===== src/rtl/drop_pkg.sv =====
// Shared types for the drop sequencer: 3-bit state encoding, default time width
// and the saturating counter step used for t_act.
package drop_pkg;

    localparam int TIME_W_DEF = 16;

    typedef enum logic [2:0] {
        ST_IDLE     = 3'd0,
        ST_WAIT_LIM = 3'd1,
        ST_COUNT    = 3'd2,
        ST_REQ      = 3'd3,
        ST_DROPPED  = 3'd4,
        ST_REJECTED = 3'd5
    } state_e;

    // Operates on a 32-bit container; callers pass their all-ones value as max.
    function automatic logic [31:0] sat_inc(input logic [31:0] val, input logic [31:0] max);
        return (val >= max) ? max : val + 32'd1;
    endfunction

endpackage


===== src/rtl/drop_sequencer_if.sv =====
// Operator/display-side signal bundle of the drop sequencer.
// slave = sequencer side, master = operator + display stage side.
interface drop_sequencer_if #(
    parameter int TIME_W = 16
);
    logic              start;
    logic [TIME_W-1:0] t_lim_in;
    logic              t_lim_valid;
    logic              drop_req;
    logic              drop_activated;
    logic [TIME_W-1:0] t_act;
    logic [TIME_W-1:0] t_lim;
    logic              drop_en;
    logic              busy;
    logic              drop_ok;
    logic              drop_fail;

    modport slave (
        input  start, t_lim_in, t_lim_valid, drop_req, drop_activated,
        output t_act, t_lim, drop_en, busy, drop_ok, drop_fail
    );

    modport master (
        output start, t_lim_in, t_lim_valid, drop_req, drop_activated,
        input  t_act, t_lim, drop_en, busy, drop_ok, drop_fail
    );
endinterface


===== src/rtl/drop_sequencer_tick_gen.sv =====
// Prescaler: tick is high for one cycle every PRESCALE enabled cycles; counter
// is held at zero while en is low, so each enable window starts a full period.
module tick_gen #(
    parameter int PRESCALE = 50000
) (
    input  logic clk,
    input  logic rst,
    input  logic en_i,
    output logic tick_o
);
    localparam int CW = (PRESCALE > 2) ? $clog2(PRESCALE) : 1;

    logic [CW-1:0] cnt_q;
    logic          at_end;

    assign at_end = (cnt_q == CW'(PRESCALE - 1));
    assign tick_o = en_i && at_end;

    always_ff @(posedge clk) begin
        if (rst || !en_i) begin
            cnt_q <= '0;
        end else if (at_end) begin
            cnt_q <= '0;
        end else begin
            cnt_q <= cnt_q + 1'b1;
        end
    end
endmodule


===== src/rtl/drop_sequencer.sv =====
// Drop sequencer: latches the time limit, counts elapsed ticks, issues drop_en and
// classifies the display stage's feedback as DROP/HOT. DROP_AUTOCLEAR_EN enables auto-return to IDLE.
module drop_sequencer
    import drop_pkg::*;
#(
    parameter int TIME_W     = TIME_W_DEF,
    parameter int PRESCALE   = 50000,
    parameter int HOLD_TICKS = 2000
) (
    input  logic              clk,
    input  logic              rst,
    drop_sequencer_if.slave   bus
);
    localparam logic [TIME_W-1:0] T_MAX = '1;

    state_e            state_q;
    logic [TIME_W-1:0] t_act_q;
    logic [TIME_W-1:0] t_lim_q;
    logic              drop_en_q;
    logic              busy_q;
    logic              drop_ok_q;
    logic              drop_fail_q;

    logic              tick_en;
    logic              tick;
    logic [TIME_W-1:0] t_act_d;

    assign t_act_d = TIME_W'(sat_inc(32'(t_act_q), 32'(T_MAX)));

`ifdef DROP_AUTOCLEAR_EN
    localparam int HW = (HOLD_TICKS > 1) ? $clog2(HOLD_TICKS) : 1;
    logic [HW-1:0] hold_q;

    // The prescaler also paces the outcome hold time.
    always_comb begin
        tick_en = 1'b0;
        if (state_q == ST_COUNT || state_q == ST_DROPPED || state_q == ST_REJECTED) begin
            tick_en = 1'b1;
        end
    end
`else
    always_comb begin
        tick_en = 1'b0;
        if (state_q == ST_COUNT) begin
            tick_en = 1'b1;
        end
    end
`endif

    tick_gen #(
        .PRESCALE (PRESCALE)
    ) u_tick_gen (
        .clk    (clk),
        .rst    (rst),
        .en_i   (tick_en),
        .tick_o (tick)
    );

    always_ff @(posedge clk) begin
        if (rst) begin
            state_q     <= ST_IDLE;
            t_act_q     <= '0;
            t_lim_q     <= '0;
            drop_en_q   <= 1'b0;
            busy_q      <= 1'b0;
            drop_ok_q   <= 1'b0;
            drop_fail_q <= 1'b0;
`ifdef DROP_AUTOCLEAR_EN
            hold_q      <= '0;
`endif
        end else if (bus.start) begin
            // Restart from any state; wins over a coincident drop_req.
            state_q     <= ST_WAIT_LIM;
            t_act_q     <= '0;
            drop_en_q   <= 1'b0;
            busy_q      <= 1'b1;
            drop_ok_q   <= 1'b0;
            drop_fail_q <= 1'b0;
        end else begin
            case (state_q)
                ST_WAIT_LIM: begin
                    if (bus.t_lim_valid) begin
                        t_lim_q <= bus.t_lim_in;
                        t_act_q <= '0;
                        state_q <= ST_COUNT;
                    end
                end
                ST_COUNT: begin
                    if (tick) begin
                        t_act_q <= t_act_d;
                    end
                    if (bus.drop_req) begin
                        drop_en_q <= 1'b1;
                        state_q   <= ST_REQ;
                    end
                end
                ST_REQ: begin
                    busy_q <= 1'b0;
`ifdef DROP_AUTOCLEAR_EN
                    hold_q <= '0;
`endif
                    if (bus.drop_activated) begin
                        drop_ok_q <= 1'b1;
                        state_q   <= ST_DROPPED;
                    end else begin
                        drop_fail_q <= 1'b1;
                        state_q     <= ST_REJECTED;
                    end
                end
                ST_DROPPED, ST_REJECTED: begin
`ifdef DROP_AUTOCLEAR_EN
                    if (tick) begin
                        if (hold_q == HW'(HOLD_TICKS - 1)) begin
                            hold_q      <= '0;
                            t_act_q     <= '0;
                            drop_en_q   <= 1'b0;
                            drop_ok_q   <= 1'b0;
                            drop_fail_q <= 1'b0;
                            state_q     <= ST_IDLE;
                        end else begin
                            hold_q <= hold_q + 1'b1;
                        end
                    end
`endif
                end
                default: ;
            endcase
        end
    end

    assign bus.t_act     = t_act_q;
    assign bus.t_lim     = t_lim_q;
    assign bus.drop_en   = drop_en_q;
    assign bus.busy      = busy_q;
    assign bus.drop_ok   = drop_ok_q;
    assign bus.drop_fail = drop_fail_q;
endmodule

===== src/flat_wrapper.sv =====
// flat-port wrapper written by rule: the top's interface ports become plain ports
module drop_sequencer_flat import drop_pkg::*;
#(
    parameter int TIME_W     = TIME_W_DEF,
    parameter int PRESCALE   = 50000,
    parameter int HOLD_TICKS = 2000
)
  (clk, rst, bus_start, bus_t_lim_in, bus_t_lim_valid, bus_drop_req, bus_drop_activated, bus_t_act, bus_t_lim, bus_drop_en, bus_busy, bus_drop_ok, bus_drop_fail);
  drop_sequencer_if #(.TIME_W(TIME_W)) bus_i ();
  input  logic clk;
  input  logic rst;
  input wire logic [$bits(bus_i.start)-1:0] bus_start;
  input wire logic [$bits(bus_i.t_lim_in)-1:0] bus_t_lim_in;
  input wire logic [$bits(bus_i.t_lim_valid)-1:0] bus_t_lim_valid;
  input wire logic [$bits(bus_i.drop_req)-1:0] bus_drop_req;
  input wire logic [$bits(bus_i.drop_activated)-1:0] bus_drop_activated;
  output wire logic [$bits(bus_i.t_act)-1:0] bus_t_act;
  output wire logic [$bits(bus_i.t_lim)-1:0] bus_t_lim;
  output wire logic [$bits(bus_i.drop_en)-1:0] bus_drop_en;
  output wire logic [$bits(bus_i.busy)-1:0] bus_busy;
  output wire logic [$bits(bus_i.drop_ok)-1:0] bus_drop_ok;
  output wire logic [$bits(bus_i.drop_fail)-1:0] bus_drop_fail;
  assign bus_i.start = bus_start;
  assign bus_i.t_lim_in = bus_t_lim_in;
  assign bus_i.t_lim_valid = bus_t_lim_valid;
  assign bus_i.drop_req = bus_drop_req;
  assign bus_i.drop_activated = bus_drop_activated;
  assign bus_t_act = bus_i.t_act;
  assign bus_t_lim = bus_i.t_lim;
  assign bus_drop_en = bus_i.drop_en;
  assign bus_busy = bus_i.busy;
  assign bus_drop_ok = bus_i.drop_ok;
  assign bus_drop_fail = bus_i.drop_fail;
  drop_sequencer #(.TIME_W(TIME_W), .PRESCALE(PRESCALE), .HOLD_TICKS(HOLD_TICKS)) u_core (.clk(clk), .rst(rst), .bus(bus_i));
endmodule

===== config.mk =====
export PLATFORM = sky130hd
export DESIGN_NAME = drop_sequencer_flat
export DESIGN_NICKNAME = d
export VERILOG_FILES = /design/src/rtl/drop_pkg.sv /design/src/rtl/drop_sequencer_if.sv /design/src/rtl/drop_sequencer_tick_gen.sv /design/src/rtl/drop_sequencer.sv /design/src/flat_wrapper.sv
export SDC_FILE = /design/constraint.sdc
export NUM_CORES = 1
export LEC_CHECK = 0
export BUFFER_PORTS_ARGS = -buffer_cell sky130_fd_sc_hd__buf_2
export CAP_MARGIN = 20
export CORE_MARGIN = 3
export CORE_UTILIZATION = 57
export DETAILED_ROUTE_END_ITERATION = 16
export GPL_TIMING_DRIVEN = 0
export PLACE_DENSITY = 0.89
export SLEW_MARGIN = 40
export SYNTH_ARGS = -nofsm -noshare
export SYNTH_HDL_FRONTEND = slang
export SYNTH_SLANG_ARGS = --single-unit

===== constraint.sdc =====
create_clock -name clk -period 2.82 [get_ports clk]
set_input_delay 0.282 -clock clk [delete_from_list [all_inputs] [get_ports clk]]
set_output_delay 0.282 -clock clk [all_outputs]
set_load 0.01 [all_outputs]

==> results of run 1 <==
## cell usage after synthesis, types with 3 or more instances
library cell   n  area (um2)
nand2_1       49         184
inv_1          3        11.3
xnor2_1        5        43.8
nand4_1        6        37.5
nand3_1       17        85.1
nor3_1         7        35.0
xor2_1         8        70.1
nor2_1        31         116
o21ai_0        4        20.0
a211oi_1       3        22.5
and4_1         5        43.8
a31oi_1        9        56.3
clkbuf_1       8        30.0
buf_2          6        30.0
dfxtp_1       55        1100
and3_1         8        50.1
buf_4          5        37.5
a21oi_1       37         185
## routing by layer
layer	vias to the layer above	global-route usage, %
met4	0	12.5
met1	1097	28.1
met5	-	0
met3	13	5.68
li1	1184	-
met2	89	37.9
## worst min path at each step
stage	from	to	slack, ns	cells past startpoint
2_1_floorplan	bus_start	u_core.bus.busy$_SDFFE_PP0P_	0.40	2
3_3_place_gp	u_core.bus.t_lim[7]$_SDFFE_PP0P_	u_core.bus.t_lim[7]$_SDFFE_PP0P_	0.44	2
3_5_place_dp	u_core.bus.t_lim[11]$_SDFFE_PP0P_	u_core.bus.t_lim[11]$_SDFFE_PP0P_	0.44	2
4_1_cts	bus_t_lim_in[13]	u_core.bus.t_lim[13]$_SDFFE_PP0P_	0.20	3
5_1_grt	bus_t_lim_in[11]	u_core.bus.t_lim[11]$_SDFFE_PP0P_	0.20	3
6_report	bus_t_lim_in[2]	u_core.bus.t_lim[2]$_SDFFE_PP0P_	0.21	3
## final cells by class
class                           instances  area [um2]
Timing Repair Buffer                   57         285
Fill cell                             349        1190
Inverter                                3        11.3
Sequential cell                        55        1100
Buffer                                 22         128
Tap cell                               50        62.6
Multi-Input combinational cell        224        1260
Clock buffer                            6        72.6
## power by group
| group | total [mW] | internal (mW) | switching [mW] |
|---|---|---|---|
| logic | 0.0839 | 0.0347 | 0.0492 |
| clock network | 0.387 | 0.166 | 0.221 |
| registers | 0.789 | 0.784 | 0.00519 |
| total | 1.26 | 0.985 | 0.276 |
## per-stage QoR
step,std cells,setup WS [ns],util (%),power [mW],area [um2]
2_1_floorplan,304,1.11,-,0.856,2500
3_3_place_gp,411,0.904,69.3,0.889,2850
3_5_place_dp,411,0.899,69.3,0.891,2850
4_1_cts,417,0.894,71.0,1.28,2920
5_1_grt,417,0.785,71.0,1.32,2920
6_report,417,0.899,71.0,1.26,2920
## critical path, stage by stage (launching register included)
cell	delay (ns)
dfxtp_1	0.34
ha_1	0.23
and3_1	0.18
buf_2	0.14
and4_4	0.17
a21oi_4	0.28
buf_4	0.24
a21oi_1	0.07
nor3_1	0.20
## cell families (layout without fill, tap and decap cells)
logic type	count (synthesis)	count (layout)	share of synthesized area (%)
adders and majority gates	2	2	1.00
xor gates and xnor gates	13	13	4.55
DFF	55	55	44.0
AOI/OAI and AO/OA	65	65	15.8
and+or+nand+nor	144	144	29.1
buffers and inverters	25	88	5.55
## cells in the final DEF (no fill, tap or decap), drive strengths merged, types with 2 or more instances in the layout
cell type,instances
o21ai,4
nor2,31
a211oi,3
or3,2
and3,8
a21o,2
clkbuf,14
nand3,17
a31oi,9
a21oi,38
nor2b,3
nor3,7
ha,2
nor3b,2
dfxtp,55
and4,6
buf,71
a41oi,2
o221a,2
inv,3
xor2,8
nand4,7
and2,2
nand2b,2
and4bb,2
xnor2,5
nand2,49
## flip-flops by register name, indices dropped and copies added, names as in the netlist
| signal | cells |
|---|---|
| u_core.bus.t_act | 16 |
| u_core.state_q | 3 |
| u_core.bus.drop_fail | 1 |
| u_core.bus.drop_ok | 1 |
| u_core.bus.t_lim | 16 |
| u_core.bus.drop_en | 1 |
| u_core.u_tick_gen.cnt_q | 16 |
| u_core.bus.busy | 1 |
==> results.sh, run 1 <==
export IMPL_crit_end="u_core.bus.t_act[8]$_SDFFE_PP0P_"
export IMPL_nets=392
export IMPL_drt_total_wl_um=5690
export IMPL_max_freq_mhz=520
export IMPL_area_growth_pct=16.8
export IMPL_drive_above_1_share_pct=23.4
export IMPL_dr_pass1_iters=4
export IMPL_leakage_nw=1.20
export IMPL_setup_reg_to_reg_worst_slack_ns=0.90
export IMPL_slew_viol_final=0
export IMPL_drt_iter0_markers=262
export IMPL_path_clk_slew_ns=0.09
export IMPL_h_tree_depth=2
export IMPL_start_util_pct=60.8
export IMPL_highest_layer="met4"
export IMPL_async_flop_share_pct=0
export IMPL_syn_nets=328
export IMPL_worst_setup_path_end_kind="register"
export IMPL_cp_max_fo=10
export IMPL_cts_root_buf="clkbuf_8"
export IMPL_worstReg2RegEnd="u_core.bus.t_act[8]$_SDFFE_PP0P_"
export IMPL_wire_per_inst_um=13.6
export IMPL_status="finished, final reports clean"
export IMPL_grt_overflow=0
export IMPL_fp_dieH_um=72.3
export IMPL_r2r_cells=8
export IMPL_grt_pass1_vias=2287
export IMPL_place_gp_congestion=0.919
export IMPL_hold_path_class="in -> reg"
export IMPL_coreArea_um2=4120
export IMPL_hold_viol=0
export IMPL_wl_met3_um=405
export IMPL_cts_tree="built"
export IMPL_required_ns=3.04
export IMPL_crit_type="reg -> reg"
export IMPL_worstReg2RegStart="u_core.u_tick_gen.cnt_q[0]$_SDFF_PP0_"
export IMPL_vdd_ir_drop_max_mv=0.308
export IMPL_vias_per_cell=5.71
export IMPL_grt_max_degree=15
export IMPL_post_cts_setup_buffers=0
export IMPL_ys_warn_count=0
export IMPL_fin_skew_ns=0.00868
export IMPL_synth_flop_cell="dfxtp_1"
export IMPL_cts_sink_count=55
export IMPL_relSlewSlack_pct=65.8
export IMPL_post_route_min_period_ns=1.92
export IMPL_drcViolationCount=0
export IMPL_dr_total_vias=2383
export IMPL_antenna_found_initial=0
export IMPL_ctsResizeCount=0
export IMPL_setup_viol=0
export IMPL_clock_path_buffers=2
export IMPL_cap_violations=0
export IMPL_syn_area_um2=2500
export IMPL_clock_latency_ns=0.30
export IMPL_track_usage_pct=23.2
export IMPL_wl_met1_um=2360
export IMPL_startpoint_type="register"
export IMPL_numCtsBuffers=5
export IMPL_dp_hpwl_um=4230
export IMPL_io_buffers=57
export IMPL_ys_seq_elements=55
export IMPL_die_w_um=72.3
export IMPL_synth_edff_count=0
export IMPL_arrival_ns=2.14
export IMPL_min_period_over_period_pct=68.1
export IMPL_tns_ns=0
export IMPL_power_density_nw_per_um2=431
export IMPL_cts_hold_buf=0
export IMPL_fp_dieArea_um2=5220
export IMPL_antenna_left=0
export IMPL_synthCells=304
export IMPL_rsz0062_at_grt="no"
export IMPL_ios=58
export IMPL_worst_pin_slew_ns=0.513
export IMPL_ys_seq_area_share_pct=44.0
export IMPL_synth_cell_types=49
export IMPL_avgSynthCellArea_um2=8.23
export IMPL_wl_met2_um=2790
export IMPL_startpoint="u_core.u_tick_gen.cnt_q[0]$_SDFF_PP0_"
export IMPL_fin_hold_ws_ns=0.207
export IMPL_n_antenna_cell=0
export IMPL_grt_pass1_wl_um=9640
export IMPL_num_rows=23
Note: power is estimated with default switching activity, not from simulation.
==> run 2, diff against run 1 <==
--- a/config.mk
+++ b/config.mk
@@ -8,10 +8,10 @@
 export BUFFER_PORTS_ARGS = -buffer_cell sky130_fd_sc_hd__buf_2
 export CAP_MARGIN = 20
 export CORE_MARGIN = 3
-export CORE_UTILIZATION = 57
+export CORE_UTILIZATION = 48
 export DETAILED_ROUTE_END_ITERATION = 16
 export GPL_TIMING_DRIVEN = 0
-export PLACE_DENSITY = 0.89
+export PLACE_DENSITY = 0.8
 export SLEW_MARGIN = 40
 export SYNTH_ARGS = -nofsm -noshare
 export SYNTH_HDL_FRONTEND = slang
==> constraint.sdc (replaced) <==
create_clock -name clk -period 1.6 [get_ports clk]
set_input_delay 0.16 -clock clk [delete_from_list [all_inputs] [get_ports clk]]
set_output_delay 0.16 -clock clk [all_outputs]
set_load 0.01 [all_outputs]
==> run 2 against run 1 <==
Against the previous run: count of clock-buffer cells in the layout down 1; critical path type unchanged; die area is 17% higher; the flow now finishes with violations (setup timing); clock power increased by 100%; design area is 11% higher; cell count rose by 6.7%; largest power group unchanged; first-iteration DRC count fell by 0.38%; highest routed layer unchanged; power increased by 85%.
==> results.sh, run 2 (synthesis results as in run 1) <==
export IMPL_drt_iter0_markers=261
export IMPL_fp_dieArea_um2=6120
export IMPL_path_clk_slew_ns=0.10
export IMPL_die_w_um=78.2
export IMPL_drt_total_wl_um=6280
export IMPL_antenna_left=0
export IMPL_grt_pass1_vias=2151
export IMPL_io_buffers=57
export IMPL_antenna_found_initial=0
export IMPL_power_density_nw_per_um2=718
export IMPL_cts_root_buf="clkbuf_8"
export IMPL_worst_pin_slew_ns=0.461
export IMPL_most_common_layout_cells="61 x buf_2, 49 x nand2_1, 36 x dfxtp_1"
export IMPL_required_ns=1.82
export IMPL_startpoint_type="register"
export IMPL_violations="setup timing"
export IMPL_status="complete, but fails checks"
export IMPL_vdd_ir_drop_max_mv=0.417
export IMPL_h_tree_depth=2
export IMPL_cts_hold_buf=0
export IMPL_crit_type="reg -> reg"
export IMPL_coreArea_um2=4880
export IMPL_cts_sink_count=55
export IMPL_nFillCells=408
export IMPL_clock_latency_ns=0.32
export IMPL_numCtsBuffers=5
export IMPL_vias_per_cell=5.48
export IMPL_ios=58
export IMPL_cp_max_fo=7
export IMPL_leakage_nw=1.31
export IMPL_dp_hpwl_um=3990
export IMPL_clock_path_buffers=2
export IMPL_slew_viol_final=0
export IMPL_max_freq_mhz=616
export IMPL_fin_skew_ns=0.0123
export IMPL_dpl_worst_slack_ns=-0.234
export IMPL_dr_total_vias=2437
export IMPL_drive_above_1_share_pct=38.1
export IMPL_place_gp_congestion=0.896
export IMPL_timing_final_ws_setup_ns=-0.0236
export IMPL_fp_dieH_um=78.2
export IMPL_n_antenna_cell=0
export IMPL_rsz0062_at_grt="yes"
export IMPL_post_route_min_period_ns=1.62
export IMPL_crit_path_cell_trace="and4_1 > buf_4 > and3_1 > buf_2 > nor3b_2 > o22ai_1 > o21a_1"
export IMPL_dr_pass1_iters=7
export IMPL_setup_viol=1
export IMPL_cap_violations=0
export IMPL_start_util_pct=51.3
export IMPL_slowest_stage="dfxtp_4"
export IMPL_min_period_over_period_pct=101
export IMPL_max_stage_delay_ns=0.39
export IMPL_layout_commonest_cell="buf_2"
export IMPL_relSlewSlack_pct=69.3
export IMPL_cts_tree="built"
export IMPL_worst_setup_path_end_kind="register"
export IMPL_wire_per_inst_um=14.1
export IMPL_drcViolationCount=0
export IMPL_area_growth_pct=30.0
export IMPL_hold_path_class="in -> reg"
export IMPL_final_util_pct=66.7
export IMPL_arrival_ns=1.85
export IMPL_grt_overflow=0
export IMPL_hold_viol=0
export IMPL_grt_pass1_wl_um=10100
export IMPL_tns_ns=-0.0236
export IMPL_grt_max_degree=18
export IMPL_track_usage_pct=20.1
export IMPL_num_rows=25
export IMPL_nets=401
-- run 2: cell count changes in the layout (fill, tap and decap cells not counted), sizes merged --
cell	delta
clkbuf	-4
buf	+12
clkinvlp	+2
clkinv	+1
-- run 2: metrics by stage --
stage | cell area, um2 | std cells | hold WS [ns] | power (mW)
3_3_place_gp | 2890 | 428 | 0.402 | 1.57
2_1_floorplan | 2520 | 304 | 0.277 | 1.51
6_report | 3250 | 445 | 0.0736 | 2.34
5_1_grt | 3250 | 445 | 0.0676 | 2.43
4_1_cts | 3120 | 441 | 0.0737 | 2.33
3_5_place_dp | 2890 | 428 | 0.406 | 1.57
-- run 2: power by group --
part	internal (mW)	switching, mW
logic	0.0806	0.0970
clock network	0.306	0.468
registers	1.38	0.00905
-- run 2: timing repair --
action	in CTS	in global routing
buffers inserted	8	5
gates resized for setup	23	37
endpoints found under the setup margin	43	46
cloned	2	1
pin swaps	2	5
-- run 2: layout make-up --
cell class	instances	area (um2)	share of cell area, %
repair buffers	73	447	13.7
inverters	3	11.3	0.346
well taps	67	83.8	2.58
plain buffers	15	108	3.31
clock inverters	3	20.0	0.615
clock buffers	5	68.8	2.11
flip-flops and latches	55	1140	34.9
multi-input cells	224	1380	42.4
-- run 2: final timing paths --
path	from	end	slack [ns]	cells past startpoint
max	u_core.bus.t_act[4]$_SDFFE_PP0P_	u_core.bus.t_act[15]$_SDFFE_PP0P_	-0.02	7
min	bus_t_lim_in[11]	u_core.bus.t_lim[11]$_SDFFE_PP0P_	0.07	3
max reg2reg	u_core.bus.t_act[4]$_SDFFE_PP0P_	u_core.bus.t_act[15]$_SDFFE_PP0P_	-0.02	7
min reg2reg	u_core.bus.t_lim[4]$_SDFFE_PP0P_	u_core.bus.t_lim[4]$_SDFFE_PP0P_	0.46	2
-- run 2: critical path, delay by kind of cell, from the launching register on --
family	cells	cell delay, ns
AND/OR/NAND/NOR	3	0.55
flip-flops	1	0.39
buffers and inverters	2	0.32
AO/OA/AOI/OAI	2	0.27
-- run 2: metal layers --
metal / global-route usage (%) / part of all wire [%] / wire (um)
met5: 0 / 0 / 0
met4: 8.74 / 2.0 / 123
met3: 4.01 / 8.4 / 527
met2: 31.0 / 44 / 2780
met1: 27.3 / 45 / 2850
